==> config.mk <==
export PLATFORM = sky130hd
export DESIGN_NAME = regfile_wb_arbiter
export DESIGN_NICKNAME = d
export VERILOG_FILES = /design/src/rtl/regfile_wb_arbiter.sv
export SDC_FILE = /design/constraint.sdc
export NUM_CORES = 1
export LEC_CHECK = 0
export ABC_AREA = 1
export BUFFER_PORTS_ARGS = -buffer_cell sky130_fd_sc_hd__buf_2
export CORE_MARGIN = 4
export CORE_UTILIZATION = 30
export CTS_CLUSTER_SIZE = 14
export DETAILED_ROUTE_END_ITERATION = 7
export GPL_TIMING_DRIVEN = 0
export PLACE_DENSITY_LB_ADDON = 0.15
export RECOVER_POWER = 100
export SKIP_LAST_GASP = 1
export SLEW_MARGIN = 15
export SYNTH_ARGS = -nofsm -noshare
export SYNTH_HDL_FRONTEND = slang
export SYNTH_SLANG_ARGS = --single-unit
==> constraint.sdc <==
create_clock -name clk -period 2.2 [get_ports clk]
set_input_delay 0.33 -clock clk [delete_from_list [all_inputs] [get_ports clk]]
set_output_delay 0.33 -clock clk [all_outputs]
set_load 0.02 [all_outputs]
==> src/rtl/regfile_wb_arbiter.sv <==
// regfile_wb_arbiter: shares the register file write port between the ALU and
// load writeback paths. Memory has fixed priority. After STARVE_LIMIT
// consecutive contested memory wins, the ALU is forced to win the next grant.
// The winning write is registered, so wen/rd/din follow a transfer by one cycle.
// Writes to x0 complete their handshake but never assert wen.
// Optional macro WB_BYPASS_EN: adds byp_valid/byp_rd/byp_data, which mirror the
// in-flight write so decode can forward around the register file.
module regfile_wb_arbiter #(
  parameter int unsigned XLEN         = 32,
  parameter int unsigned RA_W         = 5,
  parameter int unsigned STARVE_LIMIT = 3
) (
  input  logic            clk,
  input  logic            rst,
  input  logic            hold,
  input  logic            alu_valid,
  output logic            alu_ready,
  input  logic [RA_W-1:0] alu_rd,
  input  logic [XLEN-1:0] alu_data,
  input  logic            mem_valid,
  output logic            mem_ready,
  input  logic [RA_W-1:0] mem_rd,
  input  logic [XLEN-1:0] mem_data,
  output logic            wen,
  output logic [RA_W-1:0] rd,
  output logic [XLEN-1:0] din,
  output logic [3:0]      starve_cnt
`ifdef WB_BYPASS_EN
  ,
  output logic            byp_valid,
  output logic [RA_W-1:0] byp_rd,
  output logic [XLEN-1:0] byp_data
`endif
);

  typedef enum logic {PRI_MEM, PRI_ALU} state_t;

  localparam logic [3:0] LIMIT = 4'(STARVE_LIMIT);

  state_t          state, state_n;
  logic [3:0]      cnt_n;
  logic            xfer;
  logic [RA_W-1:0] xfer_rd;
  logic [XLEN-1:0] xfer_data;

  // Arbitration state register; frozen while hold is high.
  always_ff @(posedge clk) begin
    if (rst) begin
      state      <= PRI_MEM;
      starve_cnt <= '0;
    end else begin
      state      <= state_n;
      starve_cnt <= cnt_n;
    end
  end

  // Grant selection and next-state logic.
  always_comb begin
    alu_ready = 1'b0;
    mem_ready = 1'b0;
    state_n   = state;
    cnt_n     = starve_cnt;
    if (!rst && !hold) begin
      unique case (state)
        PRI_MEM: begin
          if (mem_valid && alu_valid) begin
            mem_ready = 1'b1;
            if (starve_cnt + 4'd1 == LIMIT) begin
              state_n = PRI_ALU;
              cnt_n   = '0;
            end else begin
              cnt_n = starve_cnt + 4'd1;
            end
          end else if (mem_valid) begin
            mem_ready = 1'b1;
          end else if (alu_valid) begin
            alu_ready = 1'b1;
            cnt_n     = '0;
          end
        end
        PRI_ALU: begin
          if (alu_valid) begin
            alu_ready = 1'b1;
            state_n   = PRI_MEM;
            cnt_n     = '0;
          end else if (mem_valid) begin
            mem_ready = 1'b1;
          end
        end
        default: begin
          state_n = PRI_MEM;
          cnt_n   = '0;
        end
      endcase
    end
  end

  // Mux the winning request's payload.
  always_comb begin
    xfer      = alu_ready || mem_ready;
    xfer_rd   = mem_ready ? mem_rd   : alu_rd;
    xfer_data = mem_ready ? mem_data : alu_data;
  end

  // Output register: one write per transfer, x0 suppressed, rd/din held otherwise.
  always_ff @(posedge clk) begin
    if (rst) begin
      wen <= 1'b0;
      rd  <= '0;
      din <= '0;
    end else begin
      wen <= xfer && (xfer_rd != '0);
      if (xfer) begin
        rd  <= xfer_rd;
        din <= xfer_data;
      end
    end
  end

`ifdef WB_BYPASS_EN
  // Forwarding view of the write currently presented to the register file.
  always_comb begin
    byp_valid = wen && (rd != '0);
    byp_rd    = rd;
    byp_data  = din;
  end
`endif

endmodule

==> key figures, run 1 <==
Outcome
  • Status: completed

STA
  • RSZ-0062 raised after global routing: no
  • Final WS setup: around 0.37 ns
  • Rel. slew slack: 61.4%
  • Tmin final: around 1.8 ns
  • Final hold violation count: 0
  • Final period util: a little over 80%
  • Worst Tran Pin Value: around 0.58 ns
  • Final Skew: roughly 0.0065 ns
  • Max Clock Freq: approximately 550 MHz
  • Final TNS setup: 0 ns
  • Setup-failing EPs final: 0
  • Final Max Slew Viols: 0

Layout
  • Area Growth Syn to Fin: 33.4%
  • Layout fillers: between 700 and 800
  • Layout cell share with drive strength beyond 1: between 20 and 30%
  • Ant. Diodes: 0
  • Commonest non-fill, non-tap cell in the layout: buf_2
  • Most frequent cells in the layout: buf_2 (81), nand2_1 (76), nand3_1 (53)
  • Fin nets: between 400 and 500
  • Fin area: about 2900 sq um

Clocking
  • Number of CTS-inserted buffers: 5
  • Hold-fix buffers, CTS: 0
  • Postcts setup bufs: 0
  • Clk root buf: clkbuf_8
  • CTS tree: done
  • Post-CTS resize count: 0
  • Clock sinks: between 40 and 50
  • Clock slew at reported path FFs: 0.08 ns
  • Depth of the CTS H-tree: 2
  • Clk buf depth: 2
  • Clock latency on the worst-skew pair: ~0.29 ns

Synthesis
  • Yosys cell types: 27
  • Syn_nets: around 360
  • Mean Syn Cell Area: 7.66 sq um
  • Seq cells post-synth: between 40 and 50
  • Cells after Synth: 280
  • Mapped Area: 2150 sq um
  • Register area share after synthesis: 40.1%
  • Ys Warns: 0

Critical path
  • Max stage delay cell, worst path: dfxtp_1
  • Reg2reg path depth: 6
  • Worst path max stage delay: ~0.33 ns
  • Crit path max-delay family: buffers and inverters
  • CP bufs+invs: 3
  • Worst R2R Setup Slack: 0.90 ns
  • Worst endpoint required time: 1.87 ns
  • Startpoint types: flip-flop
  • CP arrival: about 1.5 ns
  • Worst setup EP type: primary output
  • Critical path class: reg -> out
  • Crit path cell chain: nand2_1, nand3_2, inv_2, clkbuf_2, buf_2
  • RR Startpoint: state
  • CP Max Fanout: 10
  • Reg2reg end: wen

Global routing
  • Vias in the first global route: 2,213
  • Antenna violations before repair: 0
  • Pin count of the biggest net entering global routing: 14
  • GRT overflow: 0
  • GRT Total Usage: around 15%
  • First-pass GRT wire length: approximately 11,000 um

Placed design
  • I/O Buffers: about 120
  • Pre-CTS setup slack: ~0.42 ns
  • Placed cell area: between 2000 and 3000 sq um
  • Placer congestion estimate: 0.806
  • Detailed Place HPWL: approximately 4900 um

Power and ir drop
  • VDD IR max: around 0.25 mV
  • Power Density: roughly 630 nW/um^2
  • Pwr Total: 1.82 mW
  • P_leak: around 1.4 nW

Hold path
  • Hold Path Sink: din[0]
  • Min-delay src: mem_data[0]
  • Worst hold path type: in -> reg
  • Hold-critical path depth: 3

Route
  • Pre-Repair DR Iteration Count: 4
  • 1st-iter DRT viols: 28
  • Wire per inst: 12.5 um
  • Vias: 2,232
  • DRC viols: 0
  • Routed WL: 6310 um
  • Detail Route Antenna Nets: 0
  • Via density: approximately 4.4

Die
  • Die Wd: roughly 93 um
  • Row cnt: 30
  • Die height: between 90 and 100 um
  • Initial core utilization: between 30% and 40%
  • Core area: around 7000 sq um
  • Die footprint: between 8000 and 9000 sq um
  • I/O pin total: around 120

Flow run
  • Max-cap check violation count: 0
metrics by stage:
stage	instances	hold WS (ns)	utilization [%]
2_1_floorplan	280	0.399	-
3_3_place_gp	497	0.458	41.8
3_5_place_dp	497	0.462	41.8
4_1_cts	505	0.232	43.3
5_1_grt	505	0.245	41.7
6_report	505	0.240	41.7
power breakdown:
group          internal, mW  leakage [nW]  switching (mW)
Combinational         0.151          1.01           0.242
Sequential            0.840         0.355          0.0326
Clock                 0.286        0.0505           0.265
Total                  1.28          1.42           0.540
worst max-delay path by stage:
stage	from	endpoint	slack, ns	depth (start not counted)
final	state	mem_ready	0.37	5
after global routing	rst	din[14]	0.18	8
after CTS	state	mem_ready	0.36	5
after detailed placement	rst	mem_ready	0.42	6
after global placement	rst	mem_ready	0.44	6
after floorplan	rst	alu_ready	0.90	3
cells by family (layout without fill, tap and decap cells):
group / count (synthesis) / after routing / share of synthesized area, %
simple gates: 146 / 146 / 31.7
buf+inv: 48 / 177 / 12.7
flops: 43 / 43 / 40.1
compound gates: 39 / 39 / 13.5
fa+ha+maj: 2 / 2 / 1.17
xor+xnor: 2 / 2 / 0.816
synth_stat cells:
cell type   n  area share [%]
nand2_4     2             1.0
o211ai_2    6             3.5
nand3_2     3             1.4
inv_1      27             4.7
clkbuf_2    1            0.23
o211ai_1   18             6.3
nor2_1      4            0.70
nor2_4      1            0.52
nand3_1    51              12
buf_2       4            0.93
nor3_1      1            0.23
clkbuf_1    2            0.35
a31oi_1     4             1.2
nand2b_1    1            0.29
ha_1        2             1.2
buf_6       7             3.7
dfxtp_1    43              40
xor2_1      2            0.82
a21oi_1     6             1.4
buf_4       3             1.0
o21ai_0     5             1.2
or2_0       1            0.29
buf_8       2             1.4
inv_2       2            0.35
nand4_1     4             1.2
nand2_1    74              13
nand2_2     4             1.2
worst reg2reg max path, cell delays in order (launching register included):
cell      delay (ns)
dfxtp_1         0.35
nand2_1         0.13
nand3_2         0.13
inv_2           0.08
buf_4           0.18
o211ai_1        0.24
nand2_1         0.08
routing by layer:
layer  part of all wire (%)  GRT usage, %  wire, um
met5                      0             0         0
met4                    1.5          4.21        95
met3                    7.4          4.31       466
met2                     46          24.0      2890
met1                     45          19.8      2860
state kept, by name, indices dropped and copies added (netlist names):
signal and count:
rd 5, din 32, wen 1, starve_cnt 4, state 1
cell type report:
cell class / count / area [sq um] / area share (%)
Buffer: 19 / 150 / 5.24
Tap cell: 96 / 120 / 4.20
Sequential cell: 43 / 861 / 30.1
Timing Repair Buffer: 121 / 552 / 19.3
Multi-Input combinational cell: 189 / 967 / 33.8
Clock buffer: 7 / 96.3 / 3.37
Inverter: 29 / 109 / 3.80
Clock inverter: 1 / 7.51 / 0.262
Power figures use the tool's default switching activity.
==> run 2, diff against run 1 <==
Clock period 2.2 ns to 1.8 ns, I/O delays scaled along.
==> run 2 against run 1 <==
Against the previous run:
- worst setup slack worse by 0.22 ns
- critical path depth down 1
- power up 22%
- cell area down 0.13%
- largest power group unchanged
- critical endpoint unchanged
- flip-flop and latch count unchanged
- global-route usage unchanged
- count of clock-buffer cells in the layout unchanged
- clock power up 21%
- sequential power up 23%
==> key figures, run 2 (same netlist as run 1, synthesis figures left out) <==
Power and ir drop
  • Pwr Total: 2.21 mW (+22%)
  • Comb pwr share: 21.6% (about the same)
  • Switching Power: 0.655 mW (+21%)
  • Clock group share of total power: 30.2% (about the same)
  • P_int: 1.56 mW (+22%)
  • P_leak: 1.42 nW (about the same)
  • Power Density: 775 nW/um^2 (+22%)
  • Switching share of total power: 29.6% (-0.15 points)
  • VDD IR max: 0.306 mV (+23%)
  • Seq pwr share: 48.2% (about the same)

STA
  • Tmin final: around 1.6 ns
  • Worst Tran Pin Value: 0.499 ns (-0.0801 ns)
  • Final Max Slew Viols: 0 (unchanged)
  • Hold_ws: 0.184 ns (-0.0565 ns)
  • Final period util: 91.6%
  • Final hold violation count: 0 (unchanged)
  • Rel. slew slack: 66.7% (+5.3 points)
  • Setup-failing EPs final: 0 (unchanged)
  • Max Clock Freq: roughly 610 MHz
  • RSZ-0062 raised after global routing: no
  • Final WS setup: 0.152 ns (-0.222 ns)
  • Final Skew: 0.00705 ns (+0.000518 ns)
  • Final TNS setup: 0 ns (unchanged)

Global routing
  • Gr busiest metal: met2
  • First-pass GRT wire length: 10,500 um (unchanged)
  • Met3 Track Usage GR: 4.31% (unchanged)
  • GRT overflow: 0 (unchanged)
  • Antenna violations before repair: 0 (unchanged)
  • Met1 Use GR: 19.8% (unchanged)
  • GRT Total Usage: 15.1% (unchanged)
  • Vias in the first global route: 2,213 (unchanged)
  • Met2 usage: 24.0% (unchanged)
  • Pin count of the biggest net entering global routing: 14 (unchanged)

Critical path
  • CP bufs+invs: 2 (-1)
  • Startpoint types: flip-flop
  • CP arrival: 1.38 ns (-0.12 ns)
  • Max stage delay cell, worst path: dfxtp_1
  • Critical path class: reg -> out
  • Worst setup EP type: primary output
  • Crit path max-delay family: buffers and inverters
  • Crit path cell chain: nand2_1, nand3_2, inv_2, clkbuf_2
  • Worst path max stage delay: 0.33 ns (about the same)
  • Worst endpoint required time: 1.53 ns (-0.34 ns)
  • CP Max Fanout: 16 (+6)

Placed design
  • Pre-CTS setup slack: 0.145 ns (-0.280 ns)
  • I/O Buffers: 121 (unchanged)
  • Placer congestion estimate: 0.806 (unchanged)
  • Detailed Place HPWL: 4940 um (unchanged)

Hold path
  • Worst hold path type: in -> reg

Route
  • Routed WL: 6310 um (about the same)
  • Via density: 4.45 (+0.74%)
  • Wire per inst: 12.5 um (+0.26%)
  • 1st-iter DRT viols: 32 (+14%)
  • Detail Route Antenna Nets: 0 (unchanged)
  • Vias: 2,244 (+0.54%)
  • Pre-Repair DR Iteration Count: 4 (unchanged)
  • DRC viols: 0 (unchanged)

Die
  • Die height: 92.6 um (unchanged)
  • I/O pin total: 123 (unchanged)
  • Die Wd: 92.6 um (unchanged)
  • Initial core utilization: 31.2% (unchanged)
  • Core area: 6870 sq um (unchanged)
  • Die footprint: 8570 sq um (unchanged)
  • Row cnt: 30 (unchanged)

Layout
  • Ant. Diodes: 0 (unchanged)
  • Layout fillers: 798 (+0.25%)
  • Fin nets: 488 (-0.20%)
  • Area Growth Syn to Fin: 33.2%
  • Core Util, Final: 41.6% (-0.055 points)
  • Layout cell share with drive strength beyond 1: 27.2% (-0.18 points)
  • Storage cell area: 861 sq um (unchanged)
  • Max FFs per register: 32 (unchanged)
  • Most frequent cells in the layout: buf_2 (79), nand2_1 (76), nand3_1 (53)
  • Largest Register: din
  • Largest registers: din x32, rd x5, starve_cnt x4
  • Commonest non-fill, non-tap cell in the layout: buf_2
  • Area of the multi-input gates: 967 sq um (unchanged)

Clocking
  • CTS tree: done
  • Clock latency on the worst-skew pair: 0.29 ns (about the same)
  • Clk buf depth: 2 (unchanged)
  • Clock slew at reported path FFs: 0.08 ns (about the same)
  • Clock sinks: 43 (unchanged)
  • Hold-fix buffers, CTS: 0 (unchanged)
  • Number of CTS-inserted buffers: 5 (unchanged)
  • Clk root buf: clkbuf_8
  • Depth of the CTS H-tree: 2 (unchanged)
  • Postcts setup bufs: 0 (unchanged)
  • Post-CTS resize count: 0 (unchanged)

Flow run
  • Max-cap check violation count: 0 (unchanged)

Outcome
  • Status: completed
-- run 2: cell types whose count changed in the layout (fill, tap and decap cells not counted) --
cell      before  now
clkbuf_2       3    5
clkbuf_1      46   45
inv_1         27   28
inv_2          2    1
buf_2         81   79
-- run 2: final timing paths --
check                                  from        end  slack (ns)  cells after the start
worst max register to register        state    din[16]        0.38                      8
worst max-delay path                  state  mem_ready        0.15                      4
worst min register to register        rd[0]      rd[0]        0.48                      2
worst min-delay path            mem_data[0]     din[0]        0.18                      3
-- run 2: final cells by class --
type	instances	share of cell area [%]
sequential	43	30.1
clock buffer	7	3.37
multi-input combinational	189	33.8
clock inverter	1	0.263
buffer	18	5.12
inverter	29	3.81
tap	96	4.20
timing repair buffer	121	19.3
-- run 2: worst reg2reg max path, stage by stage, from the launching register on --
cell	delay, ns
dfxtp_1	0.33
nand2_1	0.15
nand3_2	0.13
inv_2	0.25
buf_4	0.23
nand2_1	0.07
nand3_1	0.07
o211ai_1	0.08
inv_1	0.06
-- run 2: power groups by stage --
stage	logic (mW)	registers, mW	clock network, mW
2_1_floorplan	0.214	1.18	0
3_3_place_gp	0.522	1.09	0
3_5_place_dp	0.524	1.09	0
4_1_cts	0.525	1.07	0.704
5_1_grt	0.540	1.08	0.735
6_report	0.479	1.07	0.669
-- run 2: per-stage QoR --
stage / instance area (sq um) / instances
final: 2860 / 504
after global routing: 2860 / 504
after CTS: 2980 / 505
after detailed placement: 2870 / 497
after global placement: 2870 / 497
after floorplan: 2150 / 280
-- run 2: routing by layer --
layer  share of wire, %  vias to the layer above  wire (um)
li1                   -                     1184          -
met1                 45                      980       2840
met2                 46                       76       2900
met3                7.9                        4        498
met4                1.0                        0         65
met5                  0                        -          0
==> run 3, diff against run 2 <==
Settings changed: ABC_AREA 1 to unset.
==> run 3 against run 2 <==
Against the previous run:
- clock skew is 0.0052 ns lower
- clock power is 7.9% higher
- via count is 6.9% lower
- maximum frequency fell by 1.1%
- wire length shrank 8.9%
- count of clock-buffer cells in the layout down 1
- first-iteration DRC count grew 50%
==> key figures, run 3 <==
Outcome
  • Status: completed

Synthesis
  • Top cell type's share of synthesized area: 46.0% (+5.8 points)
  • Largest area contributor in the netlist: dfxtp_1
  • Mapped Area: 1870 sq um (-13%)
  • Seq cells post-synth: 43 (unchanged)
  • Count leader, synth: nand2_1
  • Yosys cell types: 28 (+3.7%)
  • Syn_nets: 308 (-15%)
  • Mean Syn Cell Area: 8.25 sq um (+7.7%)
  • Post-synth top flop: dfxtp_1
  • Post-synth ARST share: 0% (unchanged)
  • Top cells by area, synth: dfxtp_1 (46%), nand2_1 (9.6%), o21ai_0 (8.0%)
  • Ys Warns: 0 (unchanged)
  • Post-synth EDFFs: 0 (unchanged)
  • Cells after Synth: 227 (-19%)
  • Most common library cells after synthesis: nand2_1 (48), dfxtp_1 (43), o21ai_0 (30)
  • Register area share after synthesis: 46.0% (+5.8 points)

Global routing
  • GRT overflow: 0 (unchanged)
  • First-pass GRT wire length: 9230 um (-12%)
  • Pin count of the biggest net entering global routing: 13 (-1)
  • Vias in the first global route: 2,062 (-6.8%)
  • GRT Total Usage: 15.1% (about the same)
  • Antenna violations before repair: 0 (unchanged)

STA
  • Max Clock Freq: 600 MHz (-1.1%)
  • Setup-failing EPs final: 0 (unchanged)
  • Final Skew: 0.00189 ns (-0.00516 ns)
  • Final hold violation count: 0 (unchanged)
  • Rel. slew slack: 62.2% (-4.6 points)
  • Worst Tran Pin Value: 0.565 ns (+0.0653 ns)
  • RSZ-0062 raised after global routing: yes
  • Final Max Slew Viols: 0 (unchanged)
  • Final TNS setup: 0 ns (unchanged)
  • Final WS setup: 0.134 ns (-0.0182 ns)
  • Tmin final: 1.67 ns (+0.0182 ns)
  • Final period util: 92.6% (+1.0 points)

Critical path
  • Worst path max stage delay: 0.37 ns (+0.04 ns)
  • CP most frequent cell: buf_2
  • Crit path cell chain: nand2_1, nand3_1, clkinv_2, buf_2, buf_2
  • CP Max Fanout: 10 (-6)
  • Max stage delay cell, worst path: dfxtp_1
  • Startpoint types: flip-flop
  • Worst setup EP type: primary output
  • Critical path class: reg -> out
  • Worst endpoint required time: 1.53 ns (about the same)
  • CP arrival: 1.40 ns (+0.02 ns)

Placed design
  • Detailed Place HPWL: 4430 um (-10%)
  • I/O Buffers: 121 (unchanged)
  • Placer congestion estimate: 0.762 (-5.5%)
  • Pre-CTS setup slack: 0.0350 ns (-0.110 ns)

Power and ir drop
  • Seq pwr share: 48.6% (+0.4 points)
  • Switching Power: 0.570 mW (-13%)
  • Clock group share of total power: 33.9% (+3.7 points)
  • P_int: 1.56 mW (+0.13%)
  • VDD IR max: 0.287 mV (-6.3%)
  • P_leak: 1.22 nW (-14%)
  • Switching share of total power: 26.7% (-2.8 points)
  • Power Density: 810 nW/um^2 (+4.5%)
  • Comb pwr share: 17.5% (-4.1 points)

Clocking
  • CTS tree: done
  • Number of CTS-inserted buffers: 5 (unchanged)
  • Clk root buf: clkbuf_8
  • Clock latency on the worst-skew pair: 0.29 ns (about the same)
  • Postcts setup bufs: 0 (unchanged)
  • Clock sinks: 43 (unchanged)
  • Clock slew at reported path FFs: 0.08 ns (about the same)
  • Clk buf depth: 2 (unchanged)
  • Hold-fix buffers, CTS: 0 (unchanged)
  • Depth of the CTS H-tree: 2 (unchanged)

Die
  • I/O pin total: 123 (unchanged)
  • Die Wd: 87.0 um (-6.0%)
  • Core area: 5990 sq um (-13%)
  • Initial core utilization: 31.3% (about the same)
  • Die height: 87.0 um (-6.0%)
  • Row cnt: 28 (-6.7%)
  • Die footprint: 7570 sq um (-12%)

Route
  • Wire per inst: 13.4 um (+7.1%)
  • 1st-iter DRT viols: 48 (+50%)
  • Via density: 4.87 (+9.4%)
  • Detail Route Antenna Nets: 0 (unchanged)
  • DRC viols: 0 (unchanged)
  • Pre-Repair DR Iteration Count: 4 (unchanged)
  • Routed WL: 5750 um (-8.9%)
  • Vias: 2,089 (-6.9%)

Layout
  • Fin nets: 435 (-11%)
  • Area Growth Syn to Fin: 40.5%
  • Max FFs per register: 32 (unchanged)
  • Largest Register: din
  • Ant. Diodes: 0 (unchanged)
  • Largest registers: din x32, rd x5, starve_cnt x4
  • Layout cell share with drive strength beyond 1: 26.0% (-1.2 points)
  • Commonest non-fill, non-tap cell in the layout: buf_2
  • Most frequent cells in the layout: buf_2 (80), clkbuf_1 (55), nand2_1 (48)

Flow run
  • Max-cap check violation count: 0 (unchanged)

Hold path
  • Worst hold path type: in -> reg
run 3: cell count changes after synthesis, moves of 5 or more:
| cell | delta |
|---|---|
| a21o_1 | +10 |
| a22o_1 | +9 |
| a31oi_1 | +19 |
| buf_6 | -5 |
| clkbuf_1 | +11 |
| inv_1 | -24 |
| mux2i_1 | +5 |
| nand2_1 | -26 |
| nand3_1 | -41 |
| o211ai_1 | -18 |
| o211ai_2 | -6 |
| o21ai_0 | +25 |
run 3: logic make-up (layout without fill, tap and decap cells):
| kind of cell | count (synthesis) | in the layout | share of synthesized area, % |
|---|---|---|---|
| compound gates | 80 | 80 | 27.1 |
| flops | 43 | 43 | 46.0 |
| fa+ha+maj | 2 | 2 | 1.34 |
| buf+inv | 20 | 147 | 4.88 |
| simple gates | 77 | 77 | 18.1 |
| mux | 5 | 5 | 2.67 |
run 3: cell type report:
cell class                      count  area [sq um]
Clock inverter                      1          30.0
Inverter                            4          16.3
Timing Repair Buffer              121           552
Multi-Input combinational cell    164           933
Clock buffer                        6          72.6
Buffer                             15          73.8
Fill cell                         672          3360
Sequential cell                    43           861
Tap cell                           75          93.8
run 3: final timing paths:
path            from             to  slack [ns]  cells after the start
min              rst  starve_cnt[2]        0.16                      2
min reg2reg  din[30]        din[30]        0.45                      1
max reg2reg    state        din[29]        0.24                      6
max            state      mem_ready        0.13                      5
run 3: repair_timing:
| action | in CTS | in global routing |
|---|---|---|
| endpoints found under the setup margin | 1 | 13 |
| pin swaps | 0 | 0 |
| resized for setup | 2 | 3 |
run 3: per-layer routing:
metal	track usage (%)	part of all wire (%)	up-vias
met4	4.39	1.1	0
met5	0	0	-
li1	-	-	1065
met1	18.5	44	933
met2	24.9	45	84
met3	5.11	9.8	7
run 3: through the flow:
stage	area (sq um)	hold WS [ns]	utilization (%)	total power, mW	std cells
2_1_floorplan	1870	0.422	-	1.27	227
3_3_place_gp	2570	0.428	42.9	1.45	423
3_5_place_dp	2570	0.434	42.9	1.45	423
4_1_cts	2680	0.149	44.7	2.18	430
5_1_grt	2630	0.154	43.9	2.24	429
6_report	2630	0.159	43.9	2.13	429
run 3: critical path: cells and delay by family (launching register included):
family	cells	cell delay (ns)
buf+inv	3	0.54
simple gates	2	0.21
flops	1	0.37
run 3: power groups by stage:
stage	Clock (mW)	Combinational (mW)	Sequential [mW]
2_1_floorplan	0	0.136	1.13
3_3_place_gp	0	0.393	1.06
3_5_place_dp	0	0.392	1.06
4_1_cts	0.747	0.395	1.03
5_1_grt	0.778	0.417	1.04
6_report	0.722	0.373	1.04
